[src/rtl/hazard_scoreboard.sv]
// hazard_scoreboard
//
// Busy-bit scoreboard hazard unit for the 5-stage pipelined MIPS core. It sits
// beside the control unit between decode and execute. Pending register writes
// come from two sources:
//   - loads, which travel through a LOAD_LAT-deep shadow pipe;
//   - a multi-cycle multiply/divide unit tracked by an IDLE/BUSY/DONE FSM.
// From this state it produces the decode stall, the execute bubble and the
// decode flush.
//
// Ports:
//   clk, rst        clock and synchronous active-high reset
//   issue_vld       decode holds a valid instruction trying to advance
//   rs_d, rt_d      decode source registers, qualified by uses_rs / uses_rt
//   dst_d, wr_d     decode destination register and its write enable
//   is_load_d       decode instruction is a load
//   is_md_d         decode instruction is a multiply/divide
//   branch_taken    branch resolved taken in decode
//   stall_f         hold PC
//   stall_d         hold decode register
//   flush_e         insert bubble into execute
//   flush_d         clear decode register
//   md_busy         md FSM not IDLE
//   md_done         md result completes this cycle
//
// Optional feature (macro HAZ_PERF_CNT_EN): adds the saturating 32-bit
// counters stall_cnt and flush_cnt, which count stall_d and flush_d cycles.

`timescale 1ns/1ps

module hazard_scoreboard #(
  parameter int NREG     = 32,
  parameter int AW       = 5,
  parameter int LOAD_LAT = 1,
  parameter int MD_LAT   = 4
) (
  input  logic          clk,
  input  logic          rst,
  input  logic          issue_vld,
  input  logic [AW-1:0] rs_d,
  input  logic [AW-1:0] rt_d,
  input  logic          uses_rs,
  input  logic          uses_rt,
  input  logic [AW-1:0] dst_d,
  input  logic          wr_d,
  input  logic          is_load_d,
  input  logic          is_md_d,
  input  logic          branch_taken,
  output logic          stall_f,
  output logic          stall_d,
  output logic          flush_e,
  output logic          flush_d,
  output logic          md_busy,
  output logic          md_done
`ifdef HAZ_PERF_CNT_EN
  ,
  output logic [31:0]   stall_cnt,
  output logic [31:0]   flush_cnt
`endif
);

  localparam int CW = $clog2(MD_LAT);

  typedef enum logic [1:0] {MD_IDLE, MD_BUSY, MD_DONE} md_state_t;

  md_state_t           state, next_state;
  logic [NREG-1:0]     busy, busy_next;
  logic [LOAD_LAT-1:0] pipe_vld;
  logic [AW-1:0]       pipe_dst [LOAD_LAT];
  logic [CW-1:0]       md_cnt;
  logic [AW-1:0]       md_dst;
  logic                md_wr;

  logic rs_hz, rt_hz, waw, md_struct, hazard, accept, load_push, md_start;

  // Hazard detection and the resulting pipeline controls. Every output is
  // held low while reset is asserted, regardless of the stored state.
  always_comb begin
    rs_hz     = uses_rs & (rs_d != '0) & busy[rs_d];
    rt_hz     = uses_rt & (rt_d != '0) & busy[rt_d];
    waw       = wr_d & (dst_d != '0) & busy[dst_d];
    md_struct = is_md_d & (state != MD_IDLE);
    hazard    = issue_vld & (rs_hz | rt_hz | waw | md_struct);
    accept    = issue_vld & ~hazard;
    load_push = accept & is_load_d & wr_d & (dst_d != '0);
    md_start  = accept & is_md_d & (state == MD_IDLE);

    stall_d = hazard & ~rst;
    stall_f = hazard & ~rst;
    flush_e = hazard & ~rst;
    // A taken branch seen during a stall is dropped; decode re-resolves it
    // once the stall lifts.
    flush_d = branch_taken & ~hazard & ~rst;
    md_busy = (state != MD_IDLE) & ~rst;
    md_done = (state == MD_DONE) & ~rst;
  end

  // Multiply/divide FSM next-state logic.
  always_comb begin
    next_state = state;
    case (state)
      MD_IDLE: if (md_start) next_state = MD_BUSY;
      MD_BUSY: if (md_cnt == '0) next_state = MD_DONE;
      MD_DONE: next_state = MD_IDLE;
      default: next_state = MD_IDLE;
    endcase
  end

  // FSM state register plus the countdown and the latched md destination.
  // The destination write flag is stored already qualified by dst != 0.
  always_ff @(posedge clk) begin
    if (rst) begin
      state  <= MD_IDLE;
      md_cnt <= '0;
      md_dst <= '0;
      md_wr  <= 1'b0;
    end else begin
      state <= next_state;
      if (md_start) begin
        md_cnt <= CW'(MD_LAT - 1);
        md_dst <= dst_d;
        md_wr  <= wr_d & (dst_d != '0);
      end else if (state == MD_BUSY && md_cnt != '0) begin
        md_cnt <= md_cnt - CW'(1);
      end
    end
  end

  // Busy-bit update. Clears are applied first and sets last, so a set and a
  // clear of the same register in one cycle leave it busy. A load-pipe clear
  // and an md clear to different registers both take effect.
  always_comb begin
    busy_next = busy;
    if (pipe_vld[LOAD_LAT-1]) busy_next[pipe_dst[LOAD_LAT-1]] = 1'b0;
    if (state == MD_DONE && md_wr) busy_next[md_dst] = 1'b0;
    if (load_push) busy_next[dst_d] = 1'b1;
    if (md_start && wr_d && dst_d != '0) busy_next[dst_d] = 1'b1;
  end

  // Scoreboard and load shadow pipe. An entry clears its busy bit on the edge
  // where it leaves the last stage, so a consumer that arrives right behind
  // the load waits exactly LOAD_LAT cycles.
  always_ff @(posedge clk) begin
    if (rst) begin
      busy     <= '0;
      pipe_vld <= '0;
      for (int i = 0; i < LOAD_LAT; i++) pipe_dst[i] <= '0;
    end else begin
      busy        <= busy_next;
      pipe_vld[0] <= load_push;
      pipe_dst[0] <= dst_d;
      for (int i = 1; i < LOAD_LAT; i++) begin
        pipe_vld[i] <= pipe_vld[i-1];
        pipe_dst[i] <= pipe_dst[i-1];
      end
    end
  end

`ifdef HAZ_PERF_CNT_EN
  // Saturating performance counters for stall and flush cycles.
  always_ff @(posedge clk) begin
    if (rst) begin
      stall_cnt <= '0;
      flush_cnt <= '0;
    end else begin
      if (stall_d && stall_cnt != '1) stall_cnt <= stall_cnt + 32'd1;
      if (flush_d && flush_cnt != '1) flush_cnt <= flush_cnt + 32'd1;
    end
  end
`endif

endmodule

[config.mk]
export PLATFORM = sky130hd
export DESIGN_NAME = hazard_scoreboard
export DESIGN_NICKNAME = d
export VERILOG_FILES = /design/src/rtl/hazard_scoreboard.sv
export SDC_FILE = /design/constraint.sdc
export NUM_CORES = 1
export LEC_CHECK = 0
export CORE_MARGIN = 8
export CORE_UTILIZATION = 53
export DETAILED_ROUTE_END_ITERATION = 8
export PLACE_DENSITY = 0.7
export SYNTH_ARGS = -nofsm -noshare
export SYNTH_HDL_FRONTEND = slang
export SYNTH_SLANG_ARGS = --single-unit
[constraint.sdc]
create_clock -name clk -period 3.7 [get_ports clk]
set_input_delay 0.74 -clock clk [delete_from_list [all_inputs] [get_ports clk]]
set_output_delay 0.74 -clock clk [all_outputs]
set_load 0.1 [all_outputs]
==> results by group, run 1 <==
Synth
  – Seq/Total Area, Yosys: 27.84%
  – Main synth FF type: dfxtp_1
  – Mapped Nets: 420
  – Synth area leader: dfxtp_1
  – Area contributors post-synth: dfxtp_1, mux4_2, o2111ai_1, o21ai_0, or2_2
  – Post-synth ARST share: 0%
  – Yosys top cell area share: 27.84%
  – Count leader, synth: dfxtp_1
  – Post-synth EDFFs: 0
  – Synth cell count leaders: dfxtp_1, o21ai_0, o2111ai_1
  – Yosys cell types: 46
  – Syn Area/Cell: 8.739 µm²
  – Ys Warns: 0
  – Synthesized flop and latch total: 48
  – Syn Std Cell Area: 3452 µm²
  – Post-Syn Instances: 395

Floorplan
  – DIE WIDTH: 96.71 µm
  – Num rows: 29
  – Die area: 9352 µm²
  – I/O pin cnt: 30
  – Die span in y: 96.71 µm
  – Initial Util: 54.68%
  – Core Box Area: 6314 µm²

Routing
  – Vias: 3501
  – Remaining antenna violation count: 0
  – Routed vias/inst: 6.798
  – Routed len/inst: 22.10 µm
  – Final wirelength: 11380 µm
  – Initial DRT Pass Iterations: 5
  – # DRC: 0
  – Iter 0 DRT Violations: 412

Timing
  – Tmin final: 3.589 ns
  – Period utilization: 96.99%
  – Clock Skew: 0.005126 ns
  – RSZ-0062 raised after global routing: false
  – Slew @ Worst Pin: 0.6106 ns
  – Count of final hold-check violations: 0
  – Fin. max-slew vios: 0
  – Fmax: 0.2787 GHz
  – Final setup fails: 0
  – Max-slew headroom: 59.14%

Final layout
  – Syn-to-layout area delta: 22.40%
  – Fraction of layout cells with a size suffix above 1: 26.48%
  – Final Non-Filler Cells: 515
  – # nets final: 462
  – Post-route cell area: 4225 µm²
  – Antenna diodes: 0

Worst hold path
  – Worst Hold Class: flip-flop to flip-flop
  – Hold Crit Start: state[1]$_SDFFE_PP0P_

Placed design
  – I/O Buffers: 29
  – Placer congestion estimate: 0.9833
  – Detailed placer's ending HPWL: 8573 µm
  – Placed insts: 504
  – Post-DP Area: 4034 µm²

Critical path
  – Worst path cell trace: clkdlybuf4s50_1, buf_12, mux4_2, mux2i_1, o21ai_1, o31ai_4, nand4_1, a21oi_2, buf_12
  – Critical Path Start: dst_d[3]
  – CP Class: primary input to primary output
  – CP required: 2.96 ns
  – Worst EP arrival: 2.85 ns
  – CP endpoint kind: primary output
  – Critical Path Start Type: primary input
  – Max stage delay on crit path: 0.50 ns
  – Worst Path Max Fanout: 18
  – Worst r2r src: busy[2]$_SDFF_PP0_
  – Slowest CP cell: clkdlybuf4s50_1
  – Crit path top cell by count: buf_12

Global route
  – GRT Overall Usage: 23.68%
  – Largest net degree at the start of global routing: 34
  – First-pass GRT wire length: 18200 µm
  – Number of global-route vias before repair: 3483
  – Initial antenna violation count: 0
  – Total gr overflow: 0

Clock network
  – Sink Count: 48
  – Hold Buf Count CTS: 0
  – Clock tree buffer depth: 2
  – H-tree lvl count: 2
  – Clock-pin slew on the worst setup and hold paths: 0.09 ns
  – TritonCTS Buffers: 5
  – Worst-skew pair later-pin latency: 0.32 ns
  – CTS root buf: clkbuf_8
  – TritonCTS clock tree: built

Job
  – Max_cap viols: 0

Power
  – Power density of the placed cells: 284.7 nW/µm²
  – Peak supply drop: 0.0002283 V
  – Static leakage power: 1.489 nW
  – Total power: 0.001203 W

Status
  – Outcome: completed
[final cells by class]
type	count	area (µm²)
Fill cell	516	2088
Multi-Input combinational cell	305	2346
Clock buffer	6	82.58
Sequential cell	48	960.9
Timing Repair Buffer	68	666.9
Tap cell	77	96.34
Clock inverter	2	38.79
Inverter	9	33.78
[stage by stage]
step	hold WS [ns]	setup TNS (ns)	setup WS [ns]	utilization (%)
global placement	0.4980	-0.6101	-0.1694	63.89
floorplan	0.4610	-0.1495	-0.1495	-
detailed placement	0.5101	-0.8202	-0.2204	63.89
finish	0.5143	0	0.1114	66.92
global route	0.5494	0	0.01731	66.92
CTS	0.5199	0	0.01487	66.03
[critical path, delay by kind of cell]
family	cells	cell delay (ns)
buf+inv	3	0.85
compound gates	3	0.58
simple gates	1	0.22
mux	2	0.44
[repair_timing]
action	4_1_cts	5_1_grt
setup endpoints to repair	4	4
gates resized for setup	6	12
gates cloned	0	0
endpoints found under the hold margin	0	0
pin swaps	3	5
setup buffers	1	2
[worst paths after layout]
path	end	slack (ns)	cells after the start
setup / recovery	flush_d	0.11	9
hold reg to reg	state[1]$_SDFFE_PP0P_	0.51	1
setup reg to reg	md_wr$_SDFFE_PP0P_	1.21	7
hold / removal	state[1]$_SDFFE_PP0P_	0.51	1
[sequential cells by signal, indices dropped and copies added (netlist names)]
signal and cells:
pipe_vld 1, busy 32, md_dst 5, pipe_dst 5, md_wr 1, md_cnt 2, state 2
[per-layer routing]
metal | part of all wire (%) | track usage, %
met1 | 42 | 29.72
met2 | 46 | 36.77
met3 | 7.6 | 5.405
met4 | 4.8 | 12.66
met5 | 0 | 0
[layout by cell type (no fill, tap or decap), drive strengths merged, types with 3 or more instances in the layout]
master | synthesis | routed
a21oi | 5 | 5
a22oi | 3 | 3
a31oi | 3 | 3
and3 | 6 | 6
buf | 14 | 45
clkbuf | 19 | 6
clkdlybuf4s50 | 0 | 17
dfxtp | 48 | 48
dlymetal6s2s | 0 | 3
inv | 8 | 8
mux2 | 6 | 6
mux2i | 15 | 15
mux4 | 21 | 21
nand2 | 17 | 17
nand2b | 10 | 10
nand3 | 26 | 26
nand3b | 6 | 6
nand4 | 20 | 20
nor2 | 23 | 23
nor2b | 17 | 17
nor3 | 3 | 3
nor3b | 3 | 3
o2111ai | 28 | 28
o211a | 3 | 3
o21ai | 39 | 39
o22ai | 3 | 3
or2 | 26 | 26
or3b | 4 | 4
[power by group]
part | internal, W | switching [W] | leakage, nW
Combinational | 0.000107 | 0.000143 | 1.04
Sequential | 0.000528 | 0.0000140 | 0.389
Clock | 0.000221 | 0.000190 | 0.0614
[cells by family (layout without fill, tap and decap cells)]
kind of cell             Yosys count  after routing  share of synthesized area [%]
AND/OR/NAND/NOR                  172            172                          28.63
XOR/XNOR                           1              1                         0.2538
AO/OA/AOI/OAI                     89             89                          17.72
flip-flops                        48             48                          27.84
multiplexers                      42             42                          20.01
adder cells (fa/ha/maj)            1              1                         0.3624
buffers and inverters             42             85                          5.183
Note: power is estimated with default switching activity, not from simulation.
==> run 2, diff against run 1 <==
Settings changed: CORE_UTILIZATION 53 to 45, PLACE_DENSITY 0.7 to default, PLACE_DENSITY_LB_ADDON from default to 0.3.
==> run 2 against run 1 <==
Compared with the run above: non-clock buffer count fell by 6; worst hold slack got worse by 0.0084 ns; clock skew rose by 0.0045 ns; count of clock-buffer cells in the layout did not move; clock power barely moved; largest power group unchanged; first-iteration DRC count fell by 10%; sequential share of layout area rose by 0.081 points; sequential cell count did not move; sequential power barely moved; register-to-register slack improved by 0.02 ns; critical path depth did not move; wire length rose by 0.33%.
==> results by group, run 2 (synthesized netlist as in run 1, its figures left out) <==
Timing
  – Hold_ws: 0.5058 ns (was 0.5143 ns)
  – Max-slew headroom: 46.37% (was 59.14%)
  – Clock Skew: 0.009596 ns (was 0.005126 ns)
  – RSZ-0062 raised after global routing: false (unchanged)
  – Period utilization: 97.76% (was 96.99%)
  – Tmin final: 3.617 ns (was 3.589 ns)
  – Fmax: 0.2765 GHz (was 0.2787 GHz)
  – Fin. max-slew vios: 0 (unchanged)
  – Count of final hold-check violations: 0 (unchanged)
  – Slew @ Worst Pin: 0.7970 ns (was 0.6106 ns)
  – Final setup fails: 0 (unchanged)

Power
  – Static leakage power: 1.472 nW (was 1.489 nW)
  – Power share of the clock group: 34.3% (was 34.2%)
  – Reg power frac: 45.1% (was 45.0%)
  – Power density of the placed cells: 285.4 nW/µm² (was 284.7 nW/µm²)
  – Psw: 0.0003488 W (was 0.0003469 W)
  – Comb power frac: 20.6% (was 20.7%)
  – Peak supply drop: 0.0001867 V (was 0.0002283 V)
  – P_int: 0.0008528 W (was 0.0008558 W)
  – Net Sw Frac: 29.03% (was 28.84%)

Final layout
  – Biggest register: busy (unchanged)
  – Max FFs per register: 32 (unchanged)
  – Syn-to-layout area delta: 21.96% (was 22.40%)
  – Biggest regs: busy (32), md_dst (5), pipe_dst (5) (unchanged)
  – Antenna diodes: 0 (unchanged)
  – Fillers: 702 (was 516)
  – Most common cell after layout, fill and taps aside: dfxtp_1 (unchanged)
  – Most frequent cells in the layout: dfxtp_1, o21ai_0, o2111ai_1, buf_4, or2_2 (was dfxtp_1, o21ai_0, buf_4)
  – Post-route cell area: 4210 µm² (was 4225 µm²)
  – Fraction of layout cells with a size suffix above 1: 25.23% (was 26.48%)
  – # nets final: 456 (was 462)

Critical path
  – R2R Setup Slk: 1.23 ns (was 1.21 ns)
  – Worst r2r path cells: 7 (unchanged)
  – Worst EP arrival: 2.88 ns (was 2.85 ns)
  – Crit path capture: flush_d (unchanged)
  – CP Class: primary input to primary output (unchanged)
  – Critical Path Start: dst_d[3] (unchanged)
  – CP endpoint kind: primary output (unchanged)
  – Worst r2r src: busy[18]$_SDFF_PP0_ (was busy[2]$_SDFF_PP0_)
  – Critical Path Start Type: primary input (unchanged)
  – FF-to-FF End: md_dst[0]$_SDFFE_PP0P_ (was md_wr$_SDFFE_PP0P_)
  – Worst Path Max Fanout: 18 (unchanged)
  – CP required: 2.96 ns (about the same)

Clock network
  – TritonCTS Buffers: 5 (unchanged)
  – Hold Buf Count CTS: 0 (unchanged)
  – Worst-skew pair later-pin latency: 0.32 ns (about the same)
  – TritonCTS clock tree: built (unchanged)
  – H-tree lvl count: 2 (unchanged)
  – CTS root buf: clkbuf_8 (unchanged)
  – Sink Count: 48 (unchanged)
  – Clock-pin slew on the worst setup and hold paths: 0.09 ns (about the same)
  – Clock tree buffer depth: 2 (unchanged)

Global route
  – Total gr overflow: 0 (unchanged)
  – GRT Overall Usage: 21.17% (was 23.68%)
  – Largest net degree at the start of global routing: 34 (unchanged)
  – Number of global-route vias before repair: 3490 (was 3483)
  – First-pass GRT wire length: 18570 µm (was 18200 µm)
  – Initial antenna violation count: 0 (unchanged)

Routing
  – Initial DRT Pass Iterations: 6 (was 5)
  – Remaining antenna violation count: 0 (unchanged)
  – # DRC: 0 (unchanged)
  – Vias: 3490 (was 3501)
  – Routed vias/inst: 6.536 (was 6.798)
  – Final wirelength: 11420 µm (was 11380 µm)
  – Iter 0 DRT Violations: 370 (was 412)
  – Routed len/inst: 21.39 µm (was 22.10 µm)

Placed design
  – Post-DP Area: 4025 µm² (was 4034 µm²)
  – Detailed placer's ending HPWL: 8491 µm (was 8573 µm)
  – Placer congestion estimate: 1.010 (was 0.9833)
  – I/O Buffers: 29 (unchanged)

Floorplan
  – I/O pin cnt: 30 (unchanged)
  – Die area: 10730 µm² (was 9352 µm²)
  – Core Box Area: 7567 µm² (was 6314 µm²)
  – Num rows: 32 (was 29)
  – Initial Util: 45.62% (was 54.68%)
  – Die span in y: 103.6 µm (was 96.71 µm)
  – DIE WIDTH: 103.6 µm (was 96.71 µm)

Job
  – Max_cap viols: 0 (unchanged)

Worst hold path
  – Worst Hold Class: flip-flop to flip-flop (unchanged)

Status
  – Outcome: completed (unchanged)
## run 2: what timing repair did
| item | in CTS | in global routing |
|---|---|---|
| setup endpoints to repair | 4 | 4 |
| buffers inserted | 0 | 4 |
| pin swaps | 2 | 6 |
| gates resized for setup | 4 | 12 |
## run 2: metrics by stage
step	setup slack [ns]	TNS, ns	util (%)	instances	total power [W]
global placement	-0.1704	-0.6140	53.19	522	0.0007891
detailed placement	-0.2090	-0.7659	53.19	522	0.0007912
CTS	0.001087	0	54.84	530	0.001192
finish	0.08303	0	55.64	534	0.001202
global route	0.002499	0	55.64	534	0.001238
floorplan	-0.1495	-0.1495	-	395	0.0006913
## run 2: cell type report
cell class	count	area, µm²	share of cell area, %
multi-input cells	305	2337	55.51
flip-flops and latches	48	960.9	22.82
repair buffers	62	629.4	14.95
well taps	102	127.6	3.031
clock buffers	6	82.58	1.961
clock inverters	2	38.79	0.9212
inverters	9	33.78	0.8024
## run 2: worst min path at each step
stage,startpoint,to,depth (start not counted)
floorplan,state[1]$_SDFFE_PP0P_,state[1]$_SDFFE_PP0P_,1
global placement,state[1]$_SDFFE_PP0P_,state[1]$_SDFFE_PP0P_,1
detailed placement,state[1]$_SDFFE_PP0P_,state[1]$_SDFFE_PP0P_,1
CTS,state[1]$_SDFFE_PP0P_,state[1]$_SDFFE_PP0P_,1
global route,state[1]$_SDFFE_PP0P_,state[1]$_SDFFE_PP0P_,1
finish,state[1]$_SDFFE_PP0P_,state[1]$_SDFFE_PP0P_,1
## run 2: metal layers
metal	up-vias	GRT usage, %	wire length (µm)
met4	0	9.444	378
met3	34	3.841	1224
met5	-	0	0
met1	1638	27.57	4724
met2	226	33.32	5093
li1	1592	-	-
## run 2: power by group through the flow
stage / logic, W / clock network [W] / registers (W)
floorplan: 0.000143 / 0 / 0.000549
global placement: 0.000236 / 0 / 0.000554
detailed placement: 0.000238 / 0 / 0.000554
CTS: 0.000239 / 0.000411 / 0.000541
global route: 0.000263 / 0.000432 / 0.000544
finish: 0.000247 / 0.000412 / 0.000542
## run 2: worst max-delay path, cell delays in order
cell,delay [ns]
clkdlybuf4s50_1,0.44
buf_12,0.17
or3_1,0.36
o31ai_2,0.24
inv_1,0.15
o31ai_4,0.08
nand4_1,0.24
a21oi_2,0.25
buf_12,0.19
==> run 3, diff against run 2 <==
Settings changed: CAP_MARGIN from default to 20.
==> results of run 3 <==
Final layout, timing and power as in run 2 (identical DEF).
